`src/rtl/sisc_pkg.sv`:
```
// rtl/sisc_pkg.sv - shared opcodes, ALU modes, state encoding and flag positions for the sisc core
package sisc_pkg;

  localparam logic [3:0] OP_NOP  = 4'h0;
  localparam logic [3:0] OP_ALU  = 4'h1;
  localparam logic [3:0] OP_ALUI = 4'h2;
  localparam logic [3:0] OP_BRC  = 4'h4;
  localparam logic [3:0] OP_BRCN = 4'h5;
  localparam logic [3:0] OP_HALT = 4'hF;

  localparam logic [3:0] MM_ADD = 4'd0;
  localparam logic [3:0] MM_SUB = 4'd1;
  localparam logic [3:0] MM_AND = 4'd2;
  localparam logic [3:0] MM_OR  = 4'd3;
  localparam logic [3:0] MM_XOR = 4'd4;
  localparam logic [3:0] MM_NOT = 4'd5;
  localparam logic [3:0] MM_SHL = 4'd6;
  localparam logic [3:0] MM_SHR = 4'd7;

  localparam int FLAG_C = 3;
  localparam int FLAG_V = 2;
  localparam int FLAG_N = 1;
  localparam int FLAG_Z = 0;

  typedef enum logic [2:0] {
    ST_FETCH,
    ST_DECODE,
    ST_EXEC,
    ST_WB,
    ST_HALT
  } state_t;

endpackage

```
`src/rtl/sisc_alu_p.sv`:
```
// rtl/sisc_alu_p.sv - combinational parametrised ALU producing result and {C,V,N,Z}
module sisc_alu_p #(
  parameter int DATA_W = 32
) (
  input  logic [DATA_W-1:0] a,
  input  logic [DATA_W-1:0] b,
  input  logic [3:0]        mm,
  output logic [DATA_W-1:0] y,
  output logic [3:0]        flags
);
  import sisc_pkg::*;

  logic [DATA_W:0] ext;
  logic [4:0]      sh;
  logic            c;
  logic            v;

  always_comb begin
    ext = '0;
    y   = '0;
    c   = 1'b0;
    v   = 1'b0;
    sh  = b[4:0];
    case (mm)
      MM_SUB: begin
        ext = {1'b0, a} - {1'b0, b};
        y   = ext[DATA_W-1:0];
        c   = ext[DATA_W];
        v   = (a[DATA_W-1] != b[DATA_W-1]) && (y[DATA_W-1] != a[DATA_W-1]);
      end
      MM_AND: y = a & b;
      MM_OR:  y = a | b;
      MM_XOR: y = a ^ b;
      MM_NOT: y = ~a;
      // The extra bit of ext catches the last bit shifted out on either side.
      MM_SHL: begin
        ext = {1'b0, a} << sh;
        y   = ext[DATA_W-1:0];
        c   = ext[DATA_W];
      end
      MM_SHR: begin
        ext = {a, 1'b0} >> sh;
        y   = ext[DATA_W:1];
        c   = ext[0];
      end
      default: begin
        ext = {1'b0, a} + {1'b0, b};
        y   = ext[DATA_W-1:0];
        c   = ext[DATA_W];
        v   = (a[DATA_W-1] == b[DATA_W-1]) && (y[DATA_W-1] != a[DATA_W-1]);
      end
    endcase
    flags         = '0;
    flags[FLAG_C] = c;
    flags[FLAG_V] = v;
    flags[FLAG_N] = y[DATA_W-1];
    flags[FLAG_Z] = (y == '0);
  end

endmodule

```
`src/rtl/sisc_mc_core.sv`:
```
// rtl/sisc_mc_core.sv - multicycle sisc core with req/ack instruction fetch, regfile and branches
module sisc_mc_core #(
  parameter int DATA_W = 32,
  parameter int NREGS  = 16,
  parameter int ADDR_W = 16
) (
  input  logic              CLK,
  input  logic              RST_F,
  output logic              imem_req,
  output logic [ADDR_W-1:0] imem_addr,
  input  logic              imem_ack,
  input  logic [31:0]       imem_data,
  output logic              halted,
  output logic              illegal,
  output logic [3:0]        stat
);
  import sisc_pkg::*;

  localparam int IDX_W = (NREGS > 1) ? $clog2(NREGS) : 1;

  state_t              state, state_nx;
  logic [ADDR_W-1:0]   pc;
  logic [31:0]         ir;
  logic [DATA_W-1:0]   a, b, y;
  logic [IDX_W-1:0]    dest;
  logic [DATA_W-1:0]   regs [NREGS];

  logic [3:0]          op, mm, rs, rt, rd;
  logic [DATA_W-1:0]   imm_sx, alu_b, alu_y;
  logic [ADDR_W-1:0]   br_off;
  logic [3:0]          alu_flags;
  logic                br_taken;

  function automatic logic [IDX_W-1:0] ridx(input logic [3:0] f);
    return IDX_W'(int'(f) % NREGS);
  endfunction

  assign op     = ir[31:28];
  assign mm     = ir[27:24];
  assign rs     = ir[23:20];
  assign rt     = ir[19:16];
  assign rd     = ir[15:12];
  assign imm_sx = DATA_W'($signed(ir[15:0]));
  assign br_off = ADDR_W'($signed(ir[15:0]));
  assign alu_b  = (op == OP_ALUI) ? imm_sx : b;

  // Request is gated by the reset pin so it falls in the same cycle reset asserts.
  assign imem_req  = RST_F && (state == ST_FETCH);
  assign imem_addr = pc;
  assign halted    = (state == ST_HALT);

  always_comb begin
    br_taken = 1'b0;
    if (op == OP_BRC)
      br_taken = (mm == 4'd0) || ((stat & mm) != 4'd0);
    else if (op == OP_BRCN)
      br_taken = ((stat & mm) == 4'd0);
  end

  sisc_alu_p #(.DATA_W(DATA_W)) u_alu (
    .a     (a),
    .b     (alu_b),
    .mm    (mm),
    .y     (alu_y),
    .flags (alu_flags)
  );

  always_ff @(posedge CLK or negedge RST_F) begin
    if (!RST_F) state <= ST_FETCH;
    else        state <= state_nx;
  end

  always_comb begin
    state_nx = state;
    case (state)
      ST_FETCH:  if (imem_ack) state_nx = ST_DECODE;
      ST_DECODE: state_nx = ST_EXEC;
      ST_EXEC: begin
        case (op)
          OP_ALU, OP_ALUI: state_nx = ST_WB;
          OP_HALT:         state_nx = ST_HALT;
          default:         state_nx = ST_FETCH;
        endcase
      end
      ST_WB:     state_nx = ST_FETCH;
      ST_HALT:   state_nx = ST_HALT;
      default:   state_nx = ST_FETCH;
    endcase
  end

  always_ff @(posedge CLK or negedge RST_F) begin
    if (!RST_F) begin
      pc      <= '0;
      ir      <= '0;
      a       <= '0;
      b       <= '0;
      y       <= '0;
      dest    <= '0;
      stat    <= '0;
      illegal <= 1'b0;
      for (int i = 0; i < NREGS; i++) regs[i] <= '0;
    end else begin
      case (state)
        ST_FETCH: begin
          if (imem_ack) begin
            ir <= imem_data;
            pc <= pc + ADDR_W'(1);
          end
        end
        ST_DECODE: begin
          a <= regs[ridx(rs)];
          b <= regs[ridx(rt)];
        end
        ST_EXEC: begin
          case (op)
            OP_ALU, OP_ALUI: begin
              y    <= alu_y;
              stat <= alu_flags;
              dest <= ridx((op == OP_ALU) ? rd : rt);
            end
            OP_BRC, OP_BRCN: if (br_taken) pc <= pc + br_off;
            OP_NOP, OP_HALT: ;
            default: illegal <= 1'b1;
          endcase
        end
        ST_WB: regs[dest] <= y;
        default: ;
      endcase
    end
  end

endmodule

```
`config.mk`:
```
export PLATFORM = sky130hd
export DESIGN_NAME = sisc_mc_core
export DESIGN_NICKNAME = d
export VERILOG_FILES = /design/src/rtl/sisc_pkg.sv /design/src/rtl/sisc_alu_p.sv /design/src/rtl/sisc_mc_core.sv
export SDC_FILE = /design/constraint.sdc
export NUM_CORES = 2
export LEC_CHECK = 0
export BUFFER_PORTS_ARGS = -buffer_cell sky130_fd_sc_hd__buf_2
export CELL_PAD_IN_SITES_DETAIL_PLACEMENT = 1
export CELL_PAD_IN_SITES_GLOBAL_PLACEMENT = 2
export CORE_ASPECT_RATIO = 1.1
export CORE_UTILIZATION = 47
export CTS_BUF_LIST = sky130_fd_sc_hd__clkbuf_8
export DETAILED_ROUTE_END_ITERATION = 6
export GPL_ROUTABILITY_DRIVEN = 1
export HOLD_SLACK_MARGIN = 0.08
export PLACE_DENSITY_LB_ADDON = 0.1
export SLEW_MARGIN = 20
export SYNTH_ARGS = -nofsm -noshare
export SYNTH_HDL_FRONTEND = slang
export SYNTH_HIERARCHICAL = 1
export SYNTH_SLANG_ARGS = --single-unit
```
`constraint.sdc`:
```
create_clock -name CLK -period 9.55 [get_ports CLK]
set_clock_uncertainty 0.2 [all_clocks]
set_input_delay 2.865 -clock CLK [delete_from_list [all_inputs] [get_ports CLK]]
set_output_delay 2.865 -clock CLK [all_outputs]
set_load 0.05 [all_outputs]
```
==> flow_summary.toml <==
[placed_design]
hpwl_um = 111000
dpl-instance-area_mm2 = 0.0448
place.gp.congestion = 1.06
place_ws_ns = 2.08
port-buffer-count = 57

[critical_path]
rrSetupSlack_ns = 1.89
crit_arrival_ns = 8.16
critPathMaxFanout = 27
required_ns = 10.06
slowest_delay_ns = 1.08
crit_family = "compound AO/OA/AOI/OAI gates"
endpoint_kind = "register"
cp-start-kind = "register"
critical_path_buf_inv_count = 3
cp_slowest_cell = "a2111oi_0"
crit_top_cell = "buf_4"
critPathKind = "register to register"
path_cells = "or4b_2, buf_4, nand2_1, nand2_2, inv_1, buf_4, ha_1, a221oi_1, nor4_1, o21ai_0, o2111ai_1, a2111oi_0, nor3_1, nand2b_1, a21oi_1, a211oi_1, or4b_1, nor4_2, mux2_2"

[timing]
rsz0062_at_grt = "no"
setup-tns-final_ns = 0
slew_viol_final = 0
fmax_mhz = 131
min_period_over_period_pct = 80.2
setup_viol_count_final = 0
maxSlewHeadroom_pct = 22.6
period_needed_ns = 7.66
worst_pin_slew_ns = 1.13
hold_viol_final = 0
hold_slack_ns = 0.294
timing.final.ws_setup_ns = 1.89

[synthesis]
synth.top_cells.by_count = "668 x dfrtp_1, 596 x mux2_2, 351 x mux4_2, 261 x nand2_1, 184 x clkbuf_1"
synth_cell_type_count = 87
yosys.area_share.simple_pct = 7.39
yosysTopAreaCell = "dfrtp_1"
syn_area_mm2 = 0.0435
synth_top_family_by_area = "multiplexers"
synthAdderAreaFrac_pct = 3.36
yosysMostFrequentCell = "dfrtp_1"
yosys_warnings = 6
synth_top_area_share_pct = 38.4
synth_async_sr_flop_share_pct = 100
synth-xor-area-share_pct = 0.423
synth_nets = 3731
synth-compound-area-share_pct = 8.84
ys_seq_elements = 668
synth-seq-area-share_pct = 38.4
synth_cells = 3581
synth_edf_count = 0
avgSynthCellArea_um2 = 12.2
synth_mux_area_share_pct = 37.5
ys_dominant_reg_cell = "dfrtp_1"
synth.area.top_cells = "dfrtp_1 38%, mux4_2 18%, mux2_2 15%, ha_1 3.2%, nand2_1 2.3%"

[power]
power_density_mw_per_mm2 = 302
ir_worst_vdd_mv = 0.316
p_leak_nw = 21.1

[floorplanning]
die-area_mm2 = 0.0938
die_y_um = 321
row_count = 116
initial_core_util_pct = 47.7
ios = 58
die_w_um = 292
core-area_mm2 = 0.0913

[route]
ant_nets = 0
first_pass_iters = 6
wl_per_cell_um = 34.3
viasPerCell = 6.89
drc = 0
vias = 33000
drt_iter0_markers = 2940
wirelength_um = 164000

[clock_tree]
cts-buffers-inserted = 114
clk_path_buf_depth = 3
cts_resized = 0
clock-sinks = 668
cts_tree = "built"
hold_buffers = 0
postCtsSetupBuffers = 0
clock_latency_ns = 0.82
path_clk_slew_ns = 0.06
ctsHtreeMaxLevel = 3
cts_root_buf = "clkbuf_8"

[global_routing]
antenna_found_initial = 6
grt_pass1_wl_um = 244000
grt_max_degree = 160
grt_use_total_pct = 35.5
grt_pass1_vias = 35000
grt.overflow.total = 0

[status]
outcome = "finished, final reports clean"

[layout]
stdcell_area_mm2 = 0.0471
drive_gt1_share_pct = 36.9
final_net_count = 3672
fin_util_pct = 51.6
area_delta_synth_final_pct = 8.27

[worst_hold_path]
hold_path.class = "register to register"

[job]
max-cap-violations = 0
sequential cells by signal (all words and copies together), names as in the netlist:
signal / flops
ir: 32
imem_addr: 16
a: 32
state: 3
stat: 4
dest: 4
illegal: 1
b: 32
y: 32
regs: 512
layer usage:
layer | track usage (%) | wire length [um]
met1 | 48.2 | 69000
met2 | 55.5 | 76400
met3 | 5.91 | 10700
met5 | 0 | 13
met4 | 17.0 | 8050
final timing paths:
kind | startpoint | to | depth (start not counted)
min | imem_addr[15] | imem_addr[15] | 1
max | ir[28] | stat[0] | 19
max reg2reg | ir[28] | stat[0] | 19
min reg2reg | imem_addr[15] | imem_addr[15] | 1
max in group asynchronous | RST_F | regs[409] | 4
min in group asynchronous | RST_F | imem_addr[9] | 1
final cells by class:
type | count | area (um2)
Tap cell | 1180 | 1480
Timing Repair Buffer | 147 | 1020
Clock buffer | 141 | 1940
Sequential cell | 668 | 16700
Multi-Input combinational cell | 2484 | 25200
Clock inverter | 61 | 342
Antenna cell | 3 | 7.51
Inverter | 107 | 402
Fill cell | 9228 | 44200
kinds of logic after synthesis:
logic type,after synthesis
AOI/OAI and AO/OA,566
xor gates and xnor gates,21
muxes,1102
and+or+nand+nor,680
DFF,668
buffers and inverters,429
adders and majority gates,115
cells in the final DEF (no fill, tap or decap), types with 10 or more instances in the layout:
master	n
mux2i_1	72
o221ai_1	14
inv_1	136
a21o_1	12
dfrtp_1	659
mux2_1	81
mux4_2	351
nor3_1	61
a211o_1	13
mux2_2	596
o31ai_1	12
nand2b_1	26
and2_1	24
clkinv_2	20
o21a_1	10
o211ai_1	23
buf_4	86
or3_1	13
xor2_1	10
a21oi_1	120
a31oi_1	14
a221oi_1	16
or2_2	11
o22ai_1	41
o21ai_0	106
nand4_1	18
nor2b_1	19
nand2_1	251
clkbuf_8	141
nor4_1	15
xnor2_1	11
nand3_1	36
ha_1	112
a2111oi_0	11
a211oi_1	36
nor2_1	136
a311oi_1	11
a22oi_1	18
buf_2	56
metrics by stage:
stage / cells / total power [W]
2_1_floorplan: 3581 / 0.00888
3_3_place_gp: 4585 / 0.0114
3_5_place_dp: 4585 / 0.0115
4_1_cts: 4787 / 0.0142
5_1_grt: 4789 / 0.0149
6_report: 4791 / 0.0143
power by group:
part | switching [W] | leakage (nW) | internal (W)
sequential | 0.000902 | 9.18 | 0.00328
clock | 0.00125 | 1.32 | 0.00136
combinational | 0.00465 | 10.6 | 0.00280
total | 0.00680 | 21.1 | 0.00745
No activity file was read; power rests on OpenSTA's default activity.
